### config.mk
export PLATFORM = sky130hd
export DESIGN_NAME = level_ctrl
export DESIGN_NICKNAME = d
export VERILOG_FILES = /design/src/rtl/level_pkg.sv /design/src/rtl/btn_conditioner.sv /design/src/rtl/level_ctrl.sv
export SDC_FILE = /design/constraint.sdc
export NUM_CORES = 1
export LEC_CHECK = 0
export BUFFER_PORTS_ARGS = -buffer_cell sky130_fd_sc_hd__buf_2
export CAP_MARGIN = 25
export CORE_MARGIN = 2
export CORE_UTILIZATION = 40
export DETAILED_ROUTE_END_ITERATION = 10
export HOLD_SLACK_MARGIN = 0.06
export PLACE_DENSITY = 0.57
export SKIP_LAST_GASP = 1
export SYNTH_ARGS = -nofsm -noshare
export SYNTH_HDL_FRONTEND = slang
export SYNTH_SLANG_ARGS = --single-unit
export TNS_END_PERCENT = 50
### constraint.sdc
create_clock -name clk -period 6.75 [get_ports clk]
set_input_delay 0.3375 -clock clk [delete_from_list [all_inputs] [get_ports clk]]
set_output_delay 0.3375 -clock clk [all_outputs]
set_load 0.005 [all_outputs]
### src/rtl/level_pkg.sv
// Shared types and constants for the button-driven level controller.
// The controller states map one-to-one onto level ranges: IDLE is empty, RUN is partial and LOCK is full.
package level_pkg;

  typedef enum logic [1:0] {
    IDLE,
    RUN,
    LOCK
  } state_t;

  localparam logic [3:0] LEVEL_MAX = 4'd15;
  localparam logic [3:0] LEVEL_MIN = 4'd0;

endpackage

### src/rtl/btn_conditioner.sv
// Synchronises and debounces one raw push-button.
// It emits a single-cycle press pulse when the debounced state rises.
module btn_conditioner #(
  parameter int unsigned DEB_CYCLES = 1_000_000
) (
  input  logic clk,
  input  logic rst_n,
  input  logic btn_raw,
  output logic press
);

  localparam int unsigned CW = $clog2(DEB_CYCLES + 1);

  logic          sync1_q;
  logic          sync2_q;
  logic          deb_q;
  logic          deb_d;
  logic          debPrev_q;
  logic          press_q;
  logic [CW-1:0] cnt_q;
  logic [CW-1:0] cnt_d;

  // The counter only advances while the synced value disagrees with the debounced state.
  // The DEB_CYCLES-th consecutive disagreement commits the new value.
  always_comb begin
    cnt_d = '0;
    deb_d = deb_q;
    if (sync2_q != deb_q) begin
      if (cnt_q == CW'(DEB_CYCLES - 1)) begin
        deb_d = sync2_q;
      end else begin
        cnt_d = cnt_q + 1'b1;
      end
    end
  end

  always_ff @(posedge clk or negedge rst_n) begin
    if (!rst_n) begin
      sync1_q   <= 1'b0;
      sync2_q   <= 1'b0;
      cnt_q     <= '0;
      deb_q     <= 1'b0;
      debPrev_q <= 1'b0;
      press_q   <= 1'b0;
    end else begin
      sync1_q   <= btn_raw;
      sync2_q   <= sync1_q;
      cnt_q     <= cnt_d;
      deb_q     <= deb_d;
      debPrev_q <= deb_q;
      press_q   <= deb_q & ~debPrev_q;
    end
  end

  assign press = press_q;

endmodule

### src/rtl/level_ctrl.sv
// Saturating 0..15 level driven by up/down buttons, with timed decay and a hold period at full scale.
// x2 feeds the thermometer bar decoder directly.
module level_ctrl
  import level_pkg::*;
#(
  parameter int unsigned DEB_CYCLES   = 1_000_000,
  parameter int unsigned DECAY_TICKS  = 50_000_000,
  parameter int unsigned LOCK_PERIODS = 3
) (
  input  logic       clk,
  input  logic       rst_n,
  input  logic       btn_up,
  input  logic       btn_down,
  input  logic       decay_en,
  output logic [3:0] x2,
  output logic       full,
  output logic       empty,
  output logic       locked
);

  localparam int unsigned TW = $clog2(DECAY_TICKS);
  localparam int unsigned LW = $clog2(LOCK_PERIODS + 1);

  logic          upPress;
  logic          downPress;
  logic          singleUp;
  logic          singleDown;
  logic          termCnt;
  state_t        state_q;
  state_t        state_d;
  logic [3:0]    level_q;
  logic [3:0]    level_d;
  logic [TW-1:0] timer_q;
  logic [TW-1:0] timer_d;
  logic [LW-1:0] lockCnt_q;
  logic [LW-1:0] lockCnt_d;
  logic          full_q;
  logic          empty_q;
  logic          locked_q;

  btn_conditioner #(.DEB_CYCLES(DEB_CYCLES)) uUpBtn (
    .clk    (clk),
    .rst_n  (rst_n),
    .btn_raw(btn_up),
    .press  (upPress)
  );

  btn_conditioner #(.DEB_CYCLES(DEB_CYCLES)) uDownBtn (
    .clk    (clk),
    .rst_n  (rst_n),
    .btn_raw(btn_down),
    .press  (downPress)
  );

  // Coincident up and down pulses cancel and behave as no press at all.
  assign singleUp   = upPress & ~downPress;
  assign singleDown = downPress & ~upPress;
  assign termCnt    = (timer_q == TW'(DECAY_TICKS - 1));

  always_comb begin
    state_d   = state_q;
    level_d   = level_q;
    timer_d   = timer_q;
    lockCnt_d = lockCnt_q;
    case (state_q)
      IDLE: begin
        timer_d   = '0;
        lockCnt_d = '0;
        if (singleUp) begin
          level_d = LEVEL_MIN + 4'd1;
          state_d = RUN;
        end
      end
      RUN: begin
        // A press wins over a coincident decay step and restarts the period.
        if (singleUp) begin
          level_d = level_q + 4'd1;
          timer_d = '0;
          if (level_q == LEVEL_MAX - 4'd1) begin
            state_d   = LOCK;
            lockCnt_d = '0;
          end
        end else if (singleDown) begin
          level_d = level_q - 4'd1;
          timer_d = '0;
          if (level_q == LEVEL_MIN + 4'd1) begin
            state_d = IDLE;
          end
        end else if (!decay_en) begin
          timer_d = '0;
        end else if (termCnt) begin
          timer_d = '0;
          level_d = level_q - 4'd1;
          if (level_q == LEVEL_MIN + 4'd1) begin
            state_d = IDLE;
          end
        end else begin
          timer_d = timer_q + 1'b1;
        end
      end
      LOCK: begin
        // The timer keeps running here even with decay disabled, so the hold always expires.
        if (termCnt) begin
          timer_d = '0;
          if (lockCnt_q == LW'(LOCK_PERIODS - 1)) begin
            state_d = RUN;
            level_d = LEVEL_MAX - 4'd1;
          end else begin
            lockCnt_d = lockCnt_q + 1'b1;
          end
        end else begin
          timer_d = timer_q + 1'b1;
        end
      end
      default: begin
        state_d = IDLE;
      end
    endcase
  end

  always_ff @(posedge clk or negedge rst_n) begin
    if (!rst_n) begin
      state_q   <= IDLE;
      level_q   <= LEVEL_MIN;
      timer_q   <= '0;
      lockCnt_q <= '0;
      full_q    <= 1'b0;
      empty_q   <= 1'b1;
      locked_q  <= 1'b0;
    end else begin
      state_q   <= state_d;
      level_q   <= level_d;
      timer_q   <= timer_d;
      lockCnt_q <= lockCnt_d;
      full_q    <= (level_d == LEVEL_MAX);
      empty_q   <= (level_d == LEVEL_MIN);
      locked_q  <= (state_d == LOCK);
    end
  end

  assign x2     = level_q;
  assign full   = full_q;
  assign empty  = empty_q;
  assign locked = locked_q;

endmodule
==> metrics.txt <==
outcome completed; pre-CTS WS 4250 ps; Synth Instances 455; worst vdd ir 0.129 mV; first-pass GRT wire length 14.1 mm; Final Setup Violations 0; nets 491; Final Util 0.450; Slew HR 0.446; Clock Latency Late Sink about 350 ps; PnR worst setup slack 4210 ps; Adder-Cell Fraction of Synth Area 0.0391; CP Capture Type flip-flop; Static Leak 2.17 nW; Synth Area in XOR/XNOR 0.113; Placed Cells 599; area leader, netlist dfrtp_1; CTS buffer count 9; grt met2 use 0.236; Slew Limit Fails 0; drt drc 0; row count 38; FF+latch count, synth 87; syn_nets 473; Synth Area per Inst 9.70 µm²; post-CTS setup repair buffer count 0; Mapped Area 4410 µm²; combinational power share 0.024; vias in the first global route 3104; via count 3184; area of the multi-input gates around 2100 µm²; Clock Skew a little under 10 ps; final hold vios 0; Switching Fraction 0.228; vias per inst 5.15; CP required 7000 ps; asr flop ratio synth 1.00; power density cells 190 nW/µm²; Post-DP HPWL 5.46 mm; clk root buf clkbuf_8; largest net degree at the start of global routing between 60 and 70; met3 Use GR 0.0359; Crit Path Class flip-flop to flip-flop; RSZ-0062 raised after global routing false; number of synthesized flops with an enable pin 0; final worst path period share 0.376; r2r setup slk between 4000 and 5000 ps; Simple-Gate Fraction of Synth Area 0.253; clock buffer depth 2; top-count cell post-synth dfrtp_1; initial antenna violation count 0; Least-Margin Pin Slew 831 ps; filler instances 1010; total wire length 7.93 mm; Top Ports 12; compound-gate portion of the synthesized area 0.0629; GR peak layer met2; Starting Density 0.409; CP arrival 2790 ps; drt wl/cell 12.8 µm; M1 GR Usage 0.195; total negative slack 0 ps; CP max stage delay between 500 and 600 ps; routability cong. roughly 0.9; share of cells above drive strength 1 0.0900; multiplexer area fraction after synthesis 0.0119; Layout Cells excl Fill 618; TritonCTS Sinks 87; drt first pass iters 4; area of the die 11900 µm²; worst min path class flip-flop to flip-flop; n_diodes 0; Syn. warnings 0; grt ovf 0; Sequential Area 2180 µm²; Yosys cell types 56; worst path cell trace ha_1 > nand4_1 > or4_4 > a2111oi_0 > a221oi_1 > mux2i_1 > o21a_1 > nor4_1; DP Area 4620 µm²; Fmax achieved 394 MHz; CTS tree built; Core Area ~11000 µm²; clock network power share 0.405; CP Max Fanout 5; antenna viol nets, final 0; Max-Cap Viols 0; Area Growth Syn to Fin 9.98%; largest family of logic cells by synthesized area simple AND/OR/NAND/NOR gates; htree depth 3; Sw Pwr 0.211 mW; GRT Util Overall 0.149; Synth area leaders dfrtp_1, xor2_1, nor2_1, xnor2_1, ha_1; clk slew on worst S/H paths 90 ps; Commonest cells post-synth dfrtp_1, nor2_1, xor2_1; sequential group share of total power 0.571; Die Wd between 100 and 150 µm; sequential area share after synthesis 0.494; Port Buffers 11; Finished Cell Area 4850 µm²; Power Internal 0.713 mW; area share of the largest cell type after synthesis 0.488; violation count after the first detailed-route iteration 170; Primary FF master, synth dfrtp_1; Startpoint Class flip-flop; Min Clock Period, post-route 2540 ps; Die H 109 µm; Max stage delay cell, worst path or4_4
[flip-flops by register name, summed over array words and instances, names as in the netlist, 2 cells and up]
name            count
uDownBtn.cnt_q     20
state_q             2
lockCnt_q           2
timer_q            26
uUpBtn.cnt_q       20
x2                  4
[power by group through the flow]
| stage | Clock (mW) | Sequential [mW] | Combinational, mW |
|---|---|---|---|
| finish | 0.374 | 0.528 | 0.0219 |
| global route | 0.420 | 0.529 | 0.0269 |
| CTS | 0.394 | 0.528 | 0.0226 |
| detailed placement | 0 | 0.538 | 0.0220 |
| global placement | 0 | 0.538 | 0.0220 |
| floorplan | 0 | 0.538 | 0.00835 |
[final cells by class]
type                       count  share of cell area
tap                          140              0.0361
clock inverter                 6              0.0139
timing repair buffer          15              0.0196
clock buffer                  10              0.0284
inverter                      21              0.0162
multi-input combinational    339               0.437
sequential                    87               0.449
[worst max-delay path, delay by kind of cell, from the launching register on]
family | cells | cell delay (ps)
adder cells (fa/ha/maj) | 1 | 230
AND/OR/NAND/NOR | 3 | 990
AO/OA/AOI/OAI | 3 | 660
flip-flops | 1 | 420
multiplexers | 1 | 140
[final timing paths]
kind	startpoint	to	depth (start not counted)
hold reg to reg	uUpBtn.sync1_q$_DFF_PN0_	uUpBtn.sync2_q$_DFF_PN0_	0
setup / recovery	timer_q[0]$_DFFE_PN0P_	full$_DFF_PN0_	8
max in group asynchronous	rst_n	uDownBtn.cnt_q[5]$_DFF_PN0_	3
hold / removal	uUpBtn.sync1_q$_DFF_PN0_	uUpBtn.sync2_q$_DFF_PN0_	0
setup reg to reg	timer_q[0]$_DFFE_PN0P_	full$_DFF_PN0_	8
min in group asynchronous	rst_n	x2[0]$_DFF_PN0_	2
[routing by layer]
layer,vias to the layer above,wire length (µm)
met5,-,0
li1,1594,-
met2,54,3650
met1,1521,3870
met4,0,148
met3,15,259
[layout by cell type, fill, tap and decap left out, types with 3 or more instances in the layout]
master | synthesis | final
ha_1 | 13 | 13
xnor2_1 | 22 | 22
or3_1 | 4 | 4
nand2_1 | 30 | 30
nand4_1 | 16 | 16
inv_1 | 21 | 21
nor4_1 | 4 | 4
nand3_1 | 27 | 27
o31ai_1 | 3 | 3
and4_1 | 5 | 5
nand2b_1 | 4 | 4
dfrtp_1 | 86 | 86
and3_1 | 17 | 17
nor3_1 | 8 | 8
clkbuf_8 | 0 | 10
nor2_1 | 78 | 78
nor2b_1 | 6 | 6
buf_2 | 0 | 10
nor4b_1 | 3 | 3
o21ai_0 | 18 | 18
xor2_1 | 35 | 35
mux2i_1 | 3 | 3
dlygate4sd3_1 | 0 | 3
a21oi_1 | 9 | 9
[kinds of logic (layout without fill, tap and decap cells)]
| logic type | after synthesis | in the layout |
|---|---|---|
| AOI/OAI and AO/OA | 45 | 45 |
| xor gates and xnor gates | 57 | 57 |
| adders and majority gates | 14 | 14 |
| buffers and inverters | 29 | 52 |
| DFF | 87 | 87 |
| muxes | 5 | 5 |
| and+or+nand+nor | 218 | 218 |
[through the flow]
stage | total power, mW | hold slack, ps
CTS | 0.944 | 62.9
global route | 0.975 | 365
floorplan | 0.546 | 41.9
global placement | 0.560 | 264
finish | 0.924 | 357
detailed placement | 0.560 | 268
[what timing repair did]
| item | CTS | global route |
|---|---|---|
| gates resized for setup | 0 | 0 |
| hold endpoints to repair | 24 | 2 |
| hold buffers | 1 | 2 |
| endpoints found under the setup margin | 0 | 0 |
(Power assumes the default switching activity.)
